$ cat src/rtl/subpel_pkg.sv
// Shared constants and FSM encoding for the subpixel row sequencer.
package subpel_pkg;
  localparam int PIX_W    = 8;
  localparam int ROW_W    = 15 * PIX_W;
  localparam int NUM_ROWS = 15;
  localparam int IDX_W    = 4;

  typedef enum logic [1:0] {IDLE, FETCH, WAIT_DP, DONE} state_t;
endpackage

$ cat src/rtl/subpel_row_fifo2.sv
// Two-entry in-order FIFO holding {row index, row pixels} between memory and datapath.
module subpel_row_fifo2
  import subpel_pkg::*;
#(
  parameter int W = ROW_W + IDX_W
) (
  input  logic         clk,
  input  logic         rst,
  input  logic         push,
  input  logic         pop,
  input  logic         flush,
  input  logic [W-1:0] push_data,
  output logic [1:0]   occ,
  output logic         head_vld,
  output logic [W-1:0] head_data
);
  logic [1:0][W-1:0] mem;
  logic              wr_ptr, rd_ptr;

  // storage is reset too, so head_data reads as zero straight out of reset
  always_ff @(posedge clk or posedge rst) begin
    if (rst) begin
      mem    <= '0;
      wr_ptr <= 1'b0;
      rd_ptr <= 1'b0;
      occ    <= 2'd0;
    end else if (flush) begin
      wr_ptr <= 1'b0;
      rd_ptr <= 1'b0;
      occ    <= 2'd0;
    end else begin
      if (push) begin
        mem[wr_ptr] <= push_data;
        wr_ptr      <= ~wr_ptr;
      end
      if (pop) rd_ptr <= ~rd_ptr;
      occ <= occ + {1'b0, push} - {1'b0, pop};
    end
  end

  assign head_vld  = (occ != 2'd0);
  assign head_data = mem[rd_ptr];
endmodule

$ cat src/rtl/subpel_row_sequencer.sv
// Fetches one block of pixel rows from row memory and streams them to the
// subpixel datapath under valid/ready, then waits for the datapath to finish.
module subpel_row_sequencer
  import subpel_pkg::*;
#(
  parameter int ROW_W    = subpel_pkg::ROW_W,
  parameter int NUM_ROWS = subpel_pkg::NUM_ROWS,
  parameter int ADDR_W   = 8
) (
  input  logic              clk,
  input  logic              rst,
  input  logic              start,
  input  logic [ADDR_W-1:0] base_addr,
  input  logic              abort,
  output logic              busy,
  output logic              done,
  output logic              err,
  output logic              mem_rd_en,
  output logic [ADDR_W-1:0] mem_addr,
  input  logic [ROW_W-1:0]  mem_rd_data,
  output logic              dp_start,
  output logic              row_valid,
  input  logic              row_ready,
  output logic [ROW_W-1:0]  row_data,
  output logic [3:0]        row_idx,
  output logic              row_last,
  input  logic              dp_done
);
  state_t                   state, state_nx;
  logic [ADDR_W-1:0]        base_q;
  logic [IDX_W-1:0]         issued, rd_idx;
  logic                     rd_pending, first_q, err_q;
  logic                     pop, push, flush, issue, accept_start;
  logic [1:0]               occ;
  logic [IDX_W+ROW_W-1:0]   head;

  assign accept_start = (state == IDLE) && start && !abort;
  assign pop          = row_valid && row_ready;
  // a row returning in the abort cycle is dropped together with the flush
  assign push         = rd_pending && !abort;
  assign flush        = abort;

  // keep reads-in-flight plus buffered rows within the two FIFO slots
  assign issue = (state == FETCH) && !abort &&
                 (int'(issued) < NUM_ROWS) &&
                 (({1'b0, occ} + {2'b0, rd_pending} - {2'b0, pop}) < 3'd2);

  assign mem_rd_en = issue;
  assign mem_addr  = issue ? (base_q + ADDR_W'(issued)) : '0;

  subpel_row_fifo2 #(.W(IDX_W + ROW_W)) u_fifo (
    .clk       (clk),
    .rst       (rst),
    .push      (push),
    .pop       (pop),
    .flush     (flush),
    .push_data ({rd_idx, mem_rd_data}),
    .occ       (occ),
    .head_vld  (row_valid),
    .head_data (head)
  );

  assign row_data = head[ROW_W-1:0];
  assign row_idx  = head[IDX_W+ROW_W-1:ROW_W];
  assign row_last = row_valid && (row_idx == IDX_W'(NUM_ROWS - 1));
  assign err      = err_q;
  assign dp_start = first_q;

  always_comb begin
    state_nx = state;
    busy     = (state != IDLE);
    done     = 1'b0;
    case (state)
      IDLE:    if (accept_start) state_nx = FETCH;
      FETCH:   if (abort) state_nx = IDLE;
               else if (pop && row_last) state_nx = WAIT_DP;
      WAIT_DP: if (abort) state_nx = IDLE;
               else if (dp_done) state_nx = DONE;
      DONE: begin
        state_nx = IDLE;
        done     = !abort;
      end
      default: state_nx = IDLE;
    endcase
  end

  always_ff @(posedge clk or posedge rst) begin
    if (rst) begin
      state      <= IDLE;
      base_q     <= '0;
      issued     <= '0;
      rd_idx     <= '0;
      rd_pending <= 1'b0;
      first_q    <= 1'b0;
      err_q      <= 1'b0;
    end else begin
      state      <= state_nx;
      first_q    <= accept_start;
      rd_pending <= issue;
      if (issue) rd_idx <= issued;
      if (accept_start) begin
        base_q <= base_addr;
        issued <= '0;
        err_q  <= 1'b0;
      end else begin
        if (issue) issued <= issued + 1'b1;
        // a completion flag while rows are still streaming is a protocol error
        if (state == FETCH && dp_done) err_q <= 1'b1;
      end
    end
  end
endmodule

$ cat config.mk
export PLATFORM = sky130hd
export DESIGN_NAME = subpel_row_sequencer
export DESIGN_NICKNAME = d
export VERILOG_FILES = /design/src/rtl/subpel_pkg.sv /design/src/rtl/subpel_row_fifo2.sv /design/src/rtl/subpel_row_sequencer.sv
export SDC_FILE = /design/constraint.sdc
export NUM_CORES = 1
export LEC_CHECK = 0
export ABC_CLOCK_PERIOD_IN_PS = 11100
export CORE_MARGIN = 2
export CORE_UTILIZATION = 52
export CTS_BUF_LIST = sky130_fd_sc_hd__clkbuf_2 sky130_fd_sc_hd__clkbuf_4 sky130_fd_sc_hd__clkbuf_8
export DETAILED_ROUTE_END_ITERATION = 8
export PLACE_DENSITY = 0.82
export SETUP_SLACK_MARGIN = 0.5
export SKIP_LAST_GASP = 1
export SYNTH_ARGS = -nofsm -noshare
export SYNTH_HDL_FRONTEND = slang
export SYNTH_SLANG_ARGS = --single-unit
export TNS_END_PERCENT = 50
$ cat constraint.sdc
create_clock -name clk -period 11.1 [get_ports clk]
set_clock_uncertainty 0.2 [all_clocks]
set_input_delay 2.22 -clock clk [delete_from_list [all_inputs] [get_ports clk]]
set_output_delay 2.22 -clock clk [all_outputs]
set_load 0.01 [all_outputs]
======== Word-level counts from Yosys, hierarchy flattened ========
Cells that the tools add are included.
word-level totals
  input bits .............................. 134
  logic and storage cells ................. 76
  output and inout port bits .............. 139
  register bits after elaboration ......... 273
operators by class
  magnitude comparators ................... 5
  reduce and logical (&&, ||, !) cells .... 21
  multiplexer cells ....................... 22
  add/sub/neg operators ................... 6
  eq/ne operators ......................... 7
  bitwise logic cells ..................... 3
operators with widths
  kind                                                  count
  2-to-1 mux 124 bit                                    3
  bitwise mux 248 bit                                   1
  demux 124 bit (select 1 bit)                          1
  2-to-1 mux 2 bit                                      6
  nonzero test 2 bit                                    6
  logical AND 1 bit                                     11
  adder 8 x 4 -> 8 bit                                  1
  2-to-1 mux 4 bit                                      2
  2-to-1 mux 8 bit                                      1
  case mux 2 bit (4 select lines)                       1
  2-to-1 mux 1 bit                                      7
  inequality test 3 bit (second input constant)         2
  adder 4 x 1 -> 4 bit (second input constant)          1
  equality test 2 bit (second input constant)           2
  equality test 4 bit (second input constant)           1
  < comparator 1 x 2 -> 1 bit (second input constant)   2
  < comparator 4 bit (second input constant)            1
  adder 2 x 1 -> 3 bit                                  1
  < comparator 3 x 2 -> 1 bit (second input constant)   1
  NOT 1 bit                                             3
  AND reduction 3 bit                                   1
  subtractor 3 x 1 -> 3 bit                             1
  adder 2 x 1 -> 2 bit                                  1
  equality test 2 x 1 -> 1 bit (second input constant)  1
  other kinds (6)                                       6

======== Logic depth before layout (Yosys ltp) ========
Gate-level depths: netlist of run 1.
  word-level depth ........................ 8
  gate-level depth with buffers ........... 11
  mapped depth without buffers ............ 11

======== By module ========
Synthesis of run 1 repeated with hierarchy kept, for this count alone.
unflattened totals
  cell total of the unflattened synthesis .. 792
  area total of the unflattened synthesis .. 12096.6 µm²
by module, submodules not included
  module                area an instance (µm²)  cells an instance  instances  sequential area each (µm²)
  subpel_row_fifo2      10846.7                 679                1          6306.0
  subpel_row_sequencer  1249.9                  113                1          525.5

======== Worst setup path before layout of run 1 ========
Ideal clock, no wire load.
  kind .................................... in2out
  start ................................... input row_ready
  end ..................................... output mem_addr[3]
  stages on the path ...................... 9
  arrival ................................. 4.038 ns
  setup slack ............................. 4.642 ns
  cell sequence ........................... and2_0 ha_1 inv_1 nand2_1 fa_1 xnor2_1 nand4_2 clkbuf_1 nor3_1
on the way
  word-level cells in the longest chain between the ends .. 5
RTL lines
  element                      line                        RTL
  from (decl)                  subpel_row_sequencer.sv:23  input logic row_ready,
  logical AND 1 bit            subpel_row_sequencer.sv:38  assign pop = row_valid && row_ready;
  subtractor 3 x 1 -> 3 bit    subpel_row_sequencer.sv:46  (({1'b0, occ} + {2'b0, rd_pending} - {2'b0, pop}) < 3'd2);
  < comparator 3 x 2 -> 1 bit  subpel_row_sequencer.sv:46
  logical AND 1 bit            subpel_row_sequencer.sv:45  (int'(issued) < NUM_ROWS) &&
  2-to-1 mux 8 bit             subpel_row_sequencer.sv:49  assign mem_addr = issue ? (base_q + ADDR_W'(issued)) : '0;
  to (decl)                    subpel_row_sequencer.sv:19  output logic [ADDR_W-1:0] mem_addr,
No other way between the ends.

======== Final worst setup path of run 1 ========
  start ................................... input row_ready
  end ..................................... output mem_addr[0]
The elaborated chain is that of the path after synthesis.

==> results of run 1 <==
[cells in the final DEF (no fill, tap or decap), types with 2 or more instances in the layout]
| cell type | synthesis | final |
|---|---|---|
| or3_1 | 3 | 3 |
| mux2_1 | 10 | 10 |
| clkinv_2 | 0 | 3 |
| nor2_1 | 9 | 9 |
| nand2b_1 | 2 | 2 |
| a21o_1 | 2 | 2 |
| a211oi_1 | 2 | 2 |
| clkbuf_4 | 0 | 17 |
| buf_4 | 6 | 6 |
| o21a_1 | 2 | 2 |
| nor2b_4 | 1 | 2 |
| nand2_1 | 22 | 21 |
| xnor2_1 | 8 | 8 |
| a21oi_1 | 5 | 5 |
| clkdlybuf4s50_1 | 0 | 272 |
| nor3_1 | 4 | 4 |
| fa_1 | 2 | 2 |
| and2_1 | 2 | 2 |
| mux2_2 | 368 | 368 |
| ha_1 | 8 | 8 |
| mux2i_1 | 2 | 2 |
| o21ai_0 | 8 | 8 |
| or2_2 | 2 | 2 |
| dfrtp_1 | 273 | 272 |
| nand3_1 | 5 | 5 |
| inv_1 | 9 | 8 |
| clkinvlp_4 | 0 | 2 |
| clkbuf_8 | 0 | 61 |
[per-layer routing]
layer  routed length, um  part of all wire  global-route usage
met5                   0                 0                   0
met4                 646             0.025              0.0690
met3                2020             0.078              0.0726
met2               12100              0.47               0.341
met1               10900              0.43               0.276
[through the flow]
stage	total power [mW]	utilization	instances	worst slack (ns)
after floorplan	2.50	-	804	1.16
after global placement	3.29	0.658	1323	3.53
after detailed placement	3.33	0.658	1323	3.43
after CTS	4.30	0.703	1407	3.43
after global routing	4.50	0.703	1407	3.20
final	4.25	0.703	1407	3.43
[worst max path at each step]
| stage | from | endpoint |
|---|---|---|
| 6_report | row_ready | mem_addr[0] |
| 2_1_floorplan | rst | base_q[0] |
| 3_3_place_gp | row_ready | mem_addr[0] |
| 4_1_cts | row_ready | mem_addr[0] |
| 3_5_place_dp | row_ready | mem_addr[0] |
| 5_1_grt | row_ready | mem_addr[1] |
[area by class of cell]
cell class,count,area [um2],share of cell area
flip-flops and latches,273,6840,0.428
multi-input cells,477,4950,0.310
repair buffers,278,2770,0.173
clock buffers,78,967,0.0606
well taps,285,357,0.0223
inverters,10,45.0,0.00282
clock inverters,6,38.8,0.00243
[cell families (layout without fill, tap and decap cells)]
kind of cell,Yosys count,count (layout)
DFF,273,273
xor gates and xnor gates,8,8
AOI/OAI and AO/OA,22,22
buffers and inverters,54,372
and+or+nand+nor,57,57
muxes,380,380
adders and majority gates,10,10
[report_power, final]
part           switching [mW]  internal [mW]
Clock                   0.392          0.548
Sequential              0.207           1.34
Combinational           0.641           1.12
[registers in the layout, summed over array words and instances (netlist names), 2 cells and up]
signal,flops
u_fifo.occ,2
issued,4
base_q,8
u_fifo.mem,248
rd_idx,4
state,2
==> qor.yml, run 1 <==
setup_path:
  worst-path-stages: 11
  rr_startpoint: "u_fifo.occ[1]"
  rrSetupSlack_ns: 7.85
  path_max_fanout: 14
  worst_ep_arrival_time_ns: 5.25
  crit_buf_inv: 4
  endpoint_kind: "output port"
  slowest_delay_ns: 0.53
  cp.required_ns: 8.68
  startpoint_type: "primary input"
  rr_worst_depth: 11
  criticalPathCategory: "primary input to output port"
  worstReg2RegEnd: "issued[2]"
  crit_path_cell_trace: "clkdlybuf4s50_1 > and2_0 > ha_1 > inv_1 > nand2_1 > fa_1 > xnor2_1 > nand4_2 > inv_2 > and2_1 > clkdlybuf4s50_1"
  critPathTopFamily: "buffers and inverters"
  cp_common_cell: "clkdlybuf4s50_1"
  cp_slowest_cell: "clkdlybuf4s50_1"
sta:
  worst_pin_slew_ns: 1.01
  fin_setup_tns_ns: 0
  final_hold_viol_count: 0
  fin_crit_ns: 7.67
  maxSlewHeadroom: 0.325
  maxSlewViolCount: 0
  whs_ns: 0.279
  rsz0062_at_grt: "false"
  fmax_mhz: 130
  period_share: 0.691
  setup_viol: 0
synth:
  yosysTopAreaCell: "dfrtp_1"
  synth_edf_count: 0
  yosysTopAreaCellShare: 0.566
  synth_area_leaders: "dfrtp_1 57%, mux2_2 34%, mux2_1 0.93%"
  synth-xor-area-share: 0.00580
  ys.flop_type: "dfrtp_1"
  synth_most_common_cell: "mux2_2"
  synth_commonest_cells: "368 x mux2_2, 273 x dfrtp_1, 22 x buf_2, 22 x nand2_1, 10 x mux2_1"
  yosys.area_share.simple: 0.0259
  synth-async-reset-ratio: 1.00
  yosysWarnings: 0
  synth_nets: 948
  synth_cell_type_count: 37
  ys_seq_area_frac: 0.566
  synth_seq_cells: 273
  muxShareOfSynthArea: 0.354
  synth_top_family_by_area: "multiplexers"
  syn_avg_cell_area_um2: 15.0
  syn_area_um2: 12100
  synth_compound_gate_area_share: 0.0109
  synth_adder_area_share: 0.0116
  synthCells: 804
die:
  row_count: 55
  die_w_um: 156
  die_h_um: 156
  io_pins: 273
  coreArea_um2: 22700
  start_util: 0.532
  dieArea_um2: 24500
drt:
  routed_via_density: 5.32
  drc: 0
  route.vias.total: 7484
  drt_wl_total_um: 25700
  wl_per_cell_um: 18.3
  drtAntennaViolNets: 0
  dr.pass1.iters: 4
  initialDrtViolationCount: 332
final_layout:
  diodes: 0
  area_growth_pct: 32.1
  layout.nets: 1230
  drive_above_1_share: 0.418
  fillerInstances: 1600
  final_area_um2: 16000
grt:
  overflow: 0
  grt_max_degree: 141
  antenna_found_initial: 0
  grt_pass1_vias: 8064
  grtUsageTotal: 0.214
  grt_pass1_wl_um: 41700
clock_network:
  clk_latency_ns: 0.54
  hold_buffers: 0
  cts_max_level: 2
  clockBufferDepth: 3
  cts_root_buf: "clkbuf_8"
  path_clk_slew_ns: 0.05
  cts_buffers: 46
  post-cts-setup-buffers: 0
  ctsResizeCount: 0
  cts_num_sinks: 273
  cts_tree: "done"
run:
  cap_violations: 0
place:
  dp_hpwl_um: 16400
  io_buffers: 272
  gp_congestion: 0.785
  dpl-instance-area_um2: 15000
power_and_ir_drop:
  p_per_area_nw_per_um2: 266
  irDropWorstVdd_mv: 0.183
  p_leak_nw: 7.16
hold_path:
  min_to: "u_fifo.mem[96]"
  min_path_cells: 1
  min_path_type: "register to register"
  hp-start: "u_fifo.mem[96]"
status:
  status: "completed"
(Power assumes the default switching activity.)
==> run 2, diff against run 1 <==
--- a/config.mk
+++ b/config.mk
@@ -5,7 +5,7 @@
 export SDC_FILE = /design/constraint.sdc
 export NUM_CORES = 1
 export LEC_CHECK = 0
-export ABC_CLOCK_PERIOD_IN_PS = 11100
+export ABC_CLOCK_PERIOD_IN_PS = 8050
 export CORE_MARGIN = 2
 export CORE_UTILIZATION = 52
 export CTS_BUF_LIST = sky130_fd_sc_hd__clkbuf_2 sky130_fd_sc_hd__clkbuf_4 sky130_fd_sc_hd__clkbuf_8
==> constraint.sdc (replaced) <==
create_clock -name clk -period 8.05 [get_ports clk]
set_clock_uncertainty 0.2 [all_clocks]
set_input_delay 1.61 -clock clk [delete_from_list [all_inputs] [get_ports clk]]
set_output_delay 1.61 -clock clk [all_outputs]
set_load 0.01 [all_outputs]
==> run 2 against run 1 <==
Against the previous run: critical path depth did not move; first-iteration DRC count fell by 35%; largest power group unchanged; worst hold slack improved by 0.0039 ns; final cell count did not move; via count fell by 0.55%; sequential power rose by 39%.
==> qor.yml, run 2 (synthesis results as in run 1) <==
clock_network:
  clockBufferDepth: 3  # unchanged
  cts_buffers: 46  # unchanged
  hold_buffers: 0  # unchanged
  cts_root_buf: "clkbuf_8"
  cts_max_level: 2  # unchanged
  path_clk_slew_ns: 0.06  # about the same
  ctsResizeCount: 0  # unchanged
  cts_tree: "done"
  post-cts-setup-buffers: 0  # unchanged
  cts_num_sinks: 273  # unchanged
  clk_latency_ns: 0.54  # about the same
sta:
  maxSlewViolCount: 0  # unchanged
  rsz0062_at_grt: "false"
  maxSlewHeadroom: 0.318  # -0.00666
  setup_viol: 0  # unchanged
  worst_pin_slew_ns: 1.02  # +0.00998 ns
  layout_setup_ws_ns: 1.62  # -1.81 ns
  period_share: 0.799
  final_hold_viol_count: 0  # unchanged
  fmax_mhz: 155
  fin_setup_tns_ns: 0  # unchanged
  fin_crit_ns: 6.43
final_layout:
  layout_commonest_cell: "mux2_2"
  fillerInstances: 1608  # +0.50%
  area_growth_pct: 32.1  # about the same
  multiInputGateArea_um2: 4950  # unchanged
  layout_common_cells: "368 x mux2_2, 272 x dfrtp_1, 272 x clkdlybuf4s50_1"
  drive_above_1_share: 0.417  # -0.000519
  seq_area_um2: 6840  # unchanged
  largest_register_ffs: 248  # unchanged
  layout.nets: 1232  # +0.16%
  top_regs: "u_fifo.mem (248), base_q (8)"
  regMostFlops: "u_fifo.mem"
die:
  die_h_um: 156  # unchanged
  row_count: 55  # unchanged
  start_util: 0.532  # unchanged
  io_pins: 273  # unchanged
  die_w_um: 156  # unchanged
  dieArea_um2: 24500  # unchanged
  coreArea_um2: 22700  # unchanged
setup_path:
  startpoint_type: "primary input"
  rr_worst_depth: 10  # -1
  worst_ep_arrival_time_ns: 4.62  # -0.63 ns
  criticalPathCategory: "primary input to output port"
  endpoint_kind: "output port"
  cp.required_ns: 6.24  # -2.44 ns
  path_max_fanout: 14  # unchanged
power_and_ir_drop:
  p_leak_nw: 7.15  # -0.21%
  p_per_area_nw_per_um2: 366  # +38%
  irDropWorstVdd_mv: 0.200  # +9.2%
drt:
  drt_wl_total_um: 26200  # +2.0%
  initialDrtViolationCount: 215  # -35%
  routed_via_density: 5.29  # -0.55%
  route.vias.total: 7443  # -0.55%
  wl_per_cell_um: 18.6  # +2.0%
  dr.pass1.iters: 4  # unchanged
  wl_met1_um: 10900  # -0.36%
  wl_met2_um: 12500  # +3.4%
  top_layer: "met4"
  drc: 0  # unchanged
  drtAntennaViolNets: 0  # unchanged
  dr_wl_met3_um: 2310  # +14%
grt:
  grtUsageTotal: 0.215  # +0.00171
  grt_pass1_vias: 8224  # +2.0%
  antenna_found_initial: 0  # unchanged
  grt_max_degree: 97  # -31%
  overflow: 0  # unchanged
  grt_pass1_wl_um: 42200  # +1.1%
hold_path:
  min_path_type: "register to register"
  min_path_cells: 1  # unchanged
place:
  dp_slack_ns: 1.63  # -1.80 ns
  dp_hpwl_um: 17000  # +3.5%
  gp_congestion: 0.797  # +1.6%
  io_buffers: 272  # unchanged
status:
  status: "completed"
run:
  cap_violations: 0  # unchanged
## run 2: cell types whose count changed in the layout (fill, tap and decap cells not counted)
| cell | change |
|---|---|
| clkinvlp_4 | +1 |
| buf_4 | +1 |
| buf_12 | +1 |
| clkinv_2 | -2 |
| diode_2 | +1 |
| clkbuf_4 | +2 |
| clkbuf_8 | -3 |
| inv_8 | -1 |
## run 2: critical path, cell delays in order
cell and delay (ns):
clkdlybuf4s50_1 0.44, and2_0 0.22, ha_1 0.27, inv_1 0.07
nand2_1 0.07, fa_1 0.38, xnor2_1 0.20, nand4_2 0.34
inv_2 0.31, and2_1 0.17, clkdlybuf4s50_1 0.54
## run 2: area by class of cell
| cell class | instances | share of cell area |
|---|---|---|
| tap | 285 | 0.0224 |
| antenna | 1 | 0.000157 |
| sequential | 273 | 0.429 |
| inverter | 10 | 0.00259 |
| timing repair buffer | 280 | 0.175 |
| clock buffer | 77 | 0.0590 |
| clock inverter | 4 | 0.00180 |
| multi-input combinational | 477 | 0.310 |
## run 2: report_power, final
part | internal (mW) | leakage, nW | switching, mW | total, mW
Sequential | 1.85 | 3.52 | 0.296 | 2.15
Clock | 0.733 | 0.513 | 0.540 | 1.27
Combinational | 1.54 | 3.12 | 0.881 | 2.43
Total | 4.13 | 7.15 | 1.72 | 5.84
## run 2: per-stage QoR
stage               hold slack (ns)  instance area, um2  utilization  total power [mW]  instances
floorplan                     0.254               12100            -              3.45        804
global placement              0.263               15000        0.659              4.55       1325
detailed placement            0.275               15000        0.659              4.60       1325
CTS                           0.288               15900        0.702              5.92       1406
global route                  0.307               15900        0.702              6.18       1406
finish                        0.283               15900        0.702              5.84       1407
## run 2: final timing paths
check / to / slack [ns] / from
max: mem_addr[1] / 1.62 / row_ready
min: u_fifo.mem[93] / 0.28 / u_fifo.mem[93]
max reg2reg: issued[3] / 4.83 / u_fifo.occ[1]
min reg2reg: u_fifo.mem[93] / 0.28 / u_fifo.mem[93]
max in group asynchronous: u_fifo.mem[90] / 4.58 / rst
min in group asynchronous: u_fifo.mem[129] / 1.17 / rst
## run 2: per-layer routing
metal  vias up  track usage
met5         -            0
met4         0       0.0612
met3        38       0.0773
met2       225        0.354
met1      3747        0.270
li1       3433            -
==> edit (flow settings as in run 1) <==
The parameter `ADDR_W` goes from 8 to 9.
--- a/src/rtl/subpel_row_sequencer.sv
+++ b/src/rtl/subpel_row_sequencer.sv
@@ -5,7 +5,7 @@
 #(
   parameter int ROW_W    = subpel_pkg::ROW_W,
   parameter int NUM_ROWS = subpel_pkg::NUM_ROWS,
-  parameter int ADDR_W   = 8
+  parameter int ADDR_W   = 9
 ) (
   input  logic              clk,
   input  logic              rst,
Interface: changed (resized base_addr and mem_addr); port bits go from 273 to 275. The function was not compared with the original's and may differ.
==> edit against run 1 <==
Area after synthesis rose by 3.8%; sequential cell count increased by 1; non-clock buffer count rose by 3; clock power fell by 6.4%; setup slack lost 0.17 ns; power rose by 0.81%; sequential share of layout area decreased by 0.58 points; synthesized cell count up 1.5%; cell area grew 1.7%; combinational power grew 4%; routed wire length is 1.9% higher; critical endpoint is now mem_addr[8]; largest cell class unchanged.
==> edit: results (changes against run 1) <==
Slowest CP cell: or3_1
Global placement routability congestion: 0.790 (+0.69%)
Psw: 1240 uW (+0.28%)
Max VDD drop: 0.190 mV (+3.5%)
Arrival @ worst endpoint: 5.42 ns (+0.17 ns)
Root Driver: clkbuf_8
Adder-Cell Fraction of Synth Area: 1.12% (-0.042 points)
Compound-Gate Fraction of Synth Area: 1.25% (+0.16 points)
Worst Min Path Start: u_fifo.mem[207]
Most frequent cells after synthesis: mux2_2, dfrtp_1, mux2_4
# port buffers: 274 (+0.74%)
RR Endpoint: issued[0]
Placed Instance Area: 15,300 um2 (+2.5%)
Syn nets: 961 (+1.4%)
DR iter-0 viols: 328 (-1.2%)
Top cells by area, synth: dfrtp_1, mux2_2, mux2_4
Drt drc: 0 (unchanged)
Status: finished clean
Vias in the first global route: 8,091 (+0.33%)
Worst-Margin Slew: 1.13 ns (+0.120 ns)
Share of layout cells above drive strength 1: 41.8% (about the same)
Crit Path Max Fanout: 14 (unchanged)
Multiplexer share of the synthesized area: 35.9% (+0.52 points)
Worst-path clk slew: 0.05 ns (about the same)
Via count: 7,531 (+0.63%)
R2r setup slk: 7.76 ns (-0.09 ns)
Global-route wire length before repair: 42,900 um (+2.8%)
CP max stage delay: 0.61 ns (+0.08 ns)
Leak: 0.00734 uW (+2.5%)
Num CTS Buffers: 45 (-2.2%)
Hold EP: u_fifo.mem[207]
Most used DFF post-synth: dfrtp_1
Ys async rst share: 100% (unchanged)
Top Registers: u_fifo.mem (248), base_q (9)
Post-detail-place hpwl: 16,800 um (+2.1%)
Wire per inst: 18.1 um (-0.83%)
GR Util All Layers: 20.7% (-0.70 points)
Ant diodes: 0 (unchanged)
Unique masters post-synth: 42 (+14%)
Nets: 1,244 (+1.1%)
Largest net degree at the start of global routing: 134 (-5.0%)
Proportion of synthesized chip area in sequential cells: 54.7% (-1.8 points)
Pre-CTS setup slack: 3.25 ns (-0.185 ns)
Xor/xnor share of the synthesized area: 0.489% (-0.091 points)
PostCTS Resize Cnt: 0 (unchanged)
WHS: 0.298 ns (+0.0183 ns)
[edit: cell count changes after synthesis, moves of 4 or more]
cell / before / now
clkbuf_1: 7 / 2
mux2_4: 0 / 60
buf_2: 22 / 18
mux2_1: 10 / 0
buf_12: 0 / 7
mux2_2: 368 / 318
[edit: power by group through the flow]
stage | sequential [uW] | clock (uW) | combinational (uW)
detailed placement | 1580 | 0 | 1840
floorplan | 1480 | 0 | 1130
CTS | 1570 | 905 | 1850
global route | 1610 | 950 | 1960
finish | 1570 | 881 | 1830
global placement | 1560 | 0 | 1820
[edit: cells by family (layout without fill, tap and decap cells)]
group | after synthesis | after routing
xor gates and xnor gates | 7 | 7
adders and majority gates | 10 | 10
and+or+nand+nor | 63 | 63
muxes | 380 | 380
AOI/OAI and AO/OA | 25 | 25
DFF | 274 | 274
buffers and inverters | 57 | 368
[edit: layer usage]
layer | vias to the layer above | wire length [um] | track usage (%)
met1 | 3792 | 11700 | 27.9
met4 | 0 | 450 | 5.37
li1 | 3479 | - | -
met3 | 42 | 1990 | 6.75
met2 | 218 | 12000 | 32.4
met5 | - | 0 | 0
[edit: critical path, delay by kind of cell]
| family | cells | cell delay [ns] |
|---|---|---|
| muxes | 1 | 0.12 |
| and+or+nand+nor | 5 | 1.08 |
| adders and majority gates | 2 | 0.75 |
| buffers and inverters | 4 | 1.24 |
[edit: cell type report]
class,count,area [um2]
clock buffers,73,892
clock inverters,2,13.8
fillers,1692,7310
inverters,12,65.1
multi-input cells,485,5210
flip-flops and latches,274,6860
well taps,319,399
repair buffers,281,2800
[edit: worst max path at each step]
stage | from | to | slack (ns)
finish | row_ready | mem_addr[8] | 3.26
global route | row_ready | mem_addr[8] | 3.04
CTS | row_ready | mem_addr[8] | 3.24
detailed placement | row_ready | mem_addr[8] | 3.25
global placement | row_ready | mem_addr[8] | 3.29
floorplan | rst | base_q[0] | 1.13
[edit: metrics by stage]
step / std cells / utilization, %
floorplan: 816 / -
global placement: 1371 / 65.1
detailed placement: 1371 / 65.1
CTS: 1446 / 69.0
global route: 1446 / 69.0
finish: 1446 / 69.0
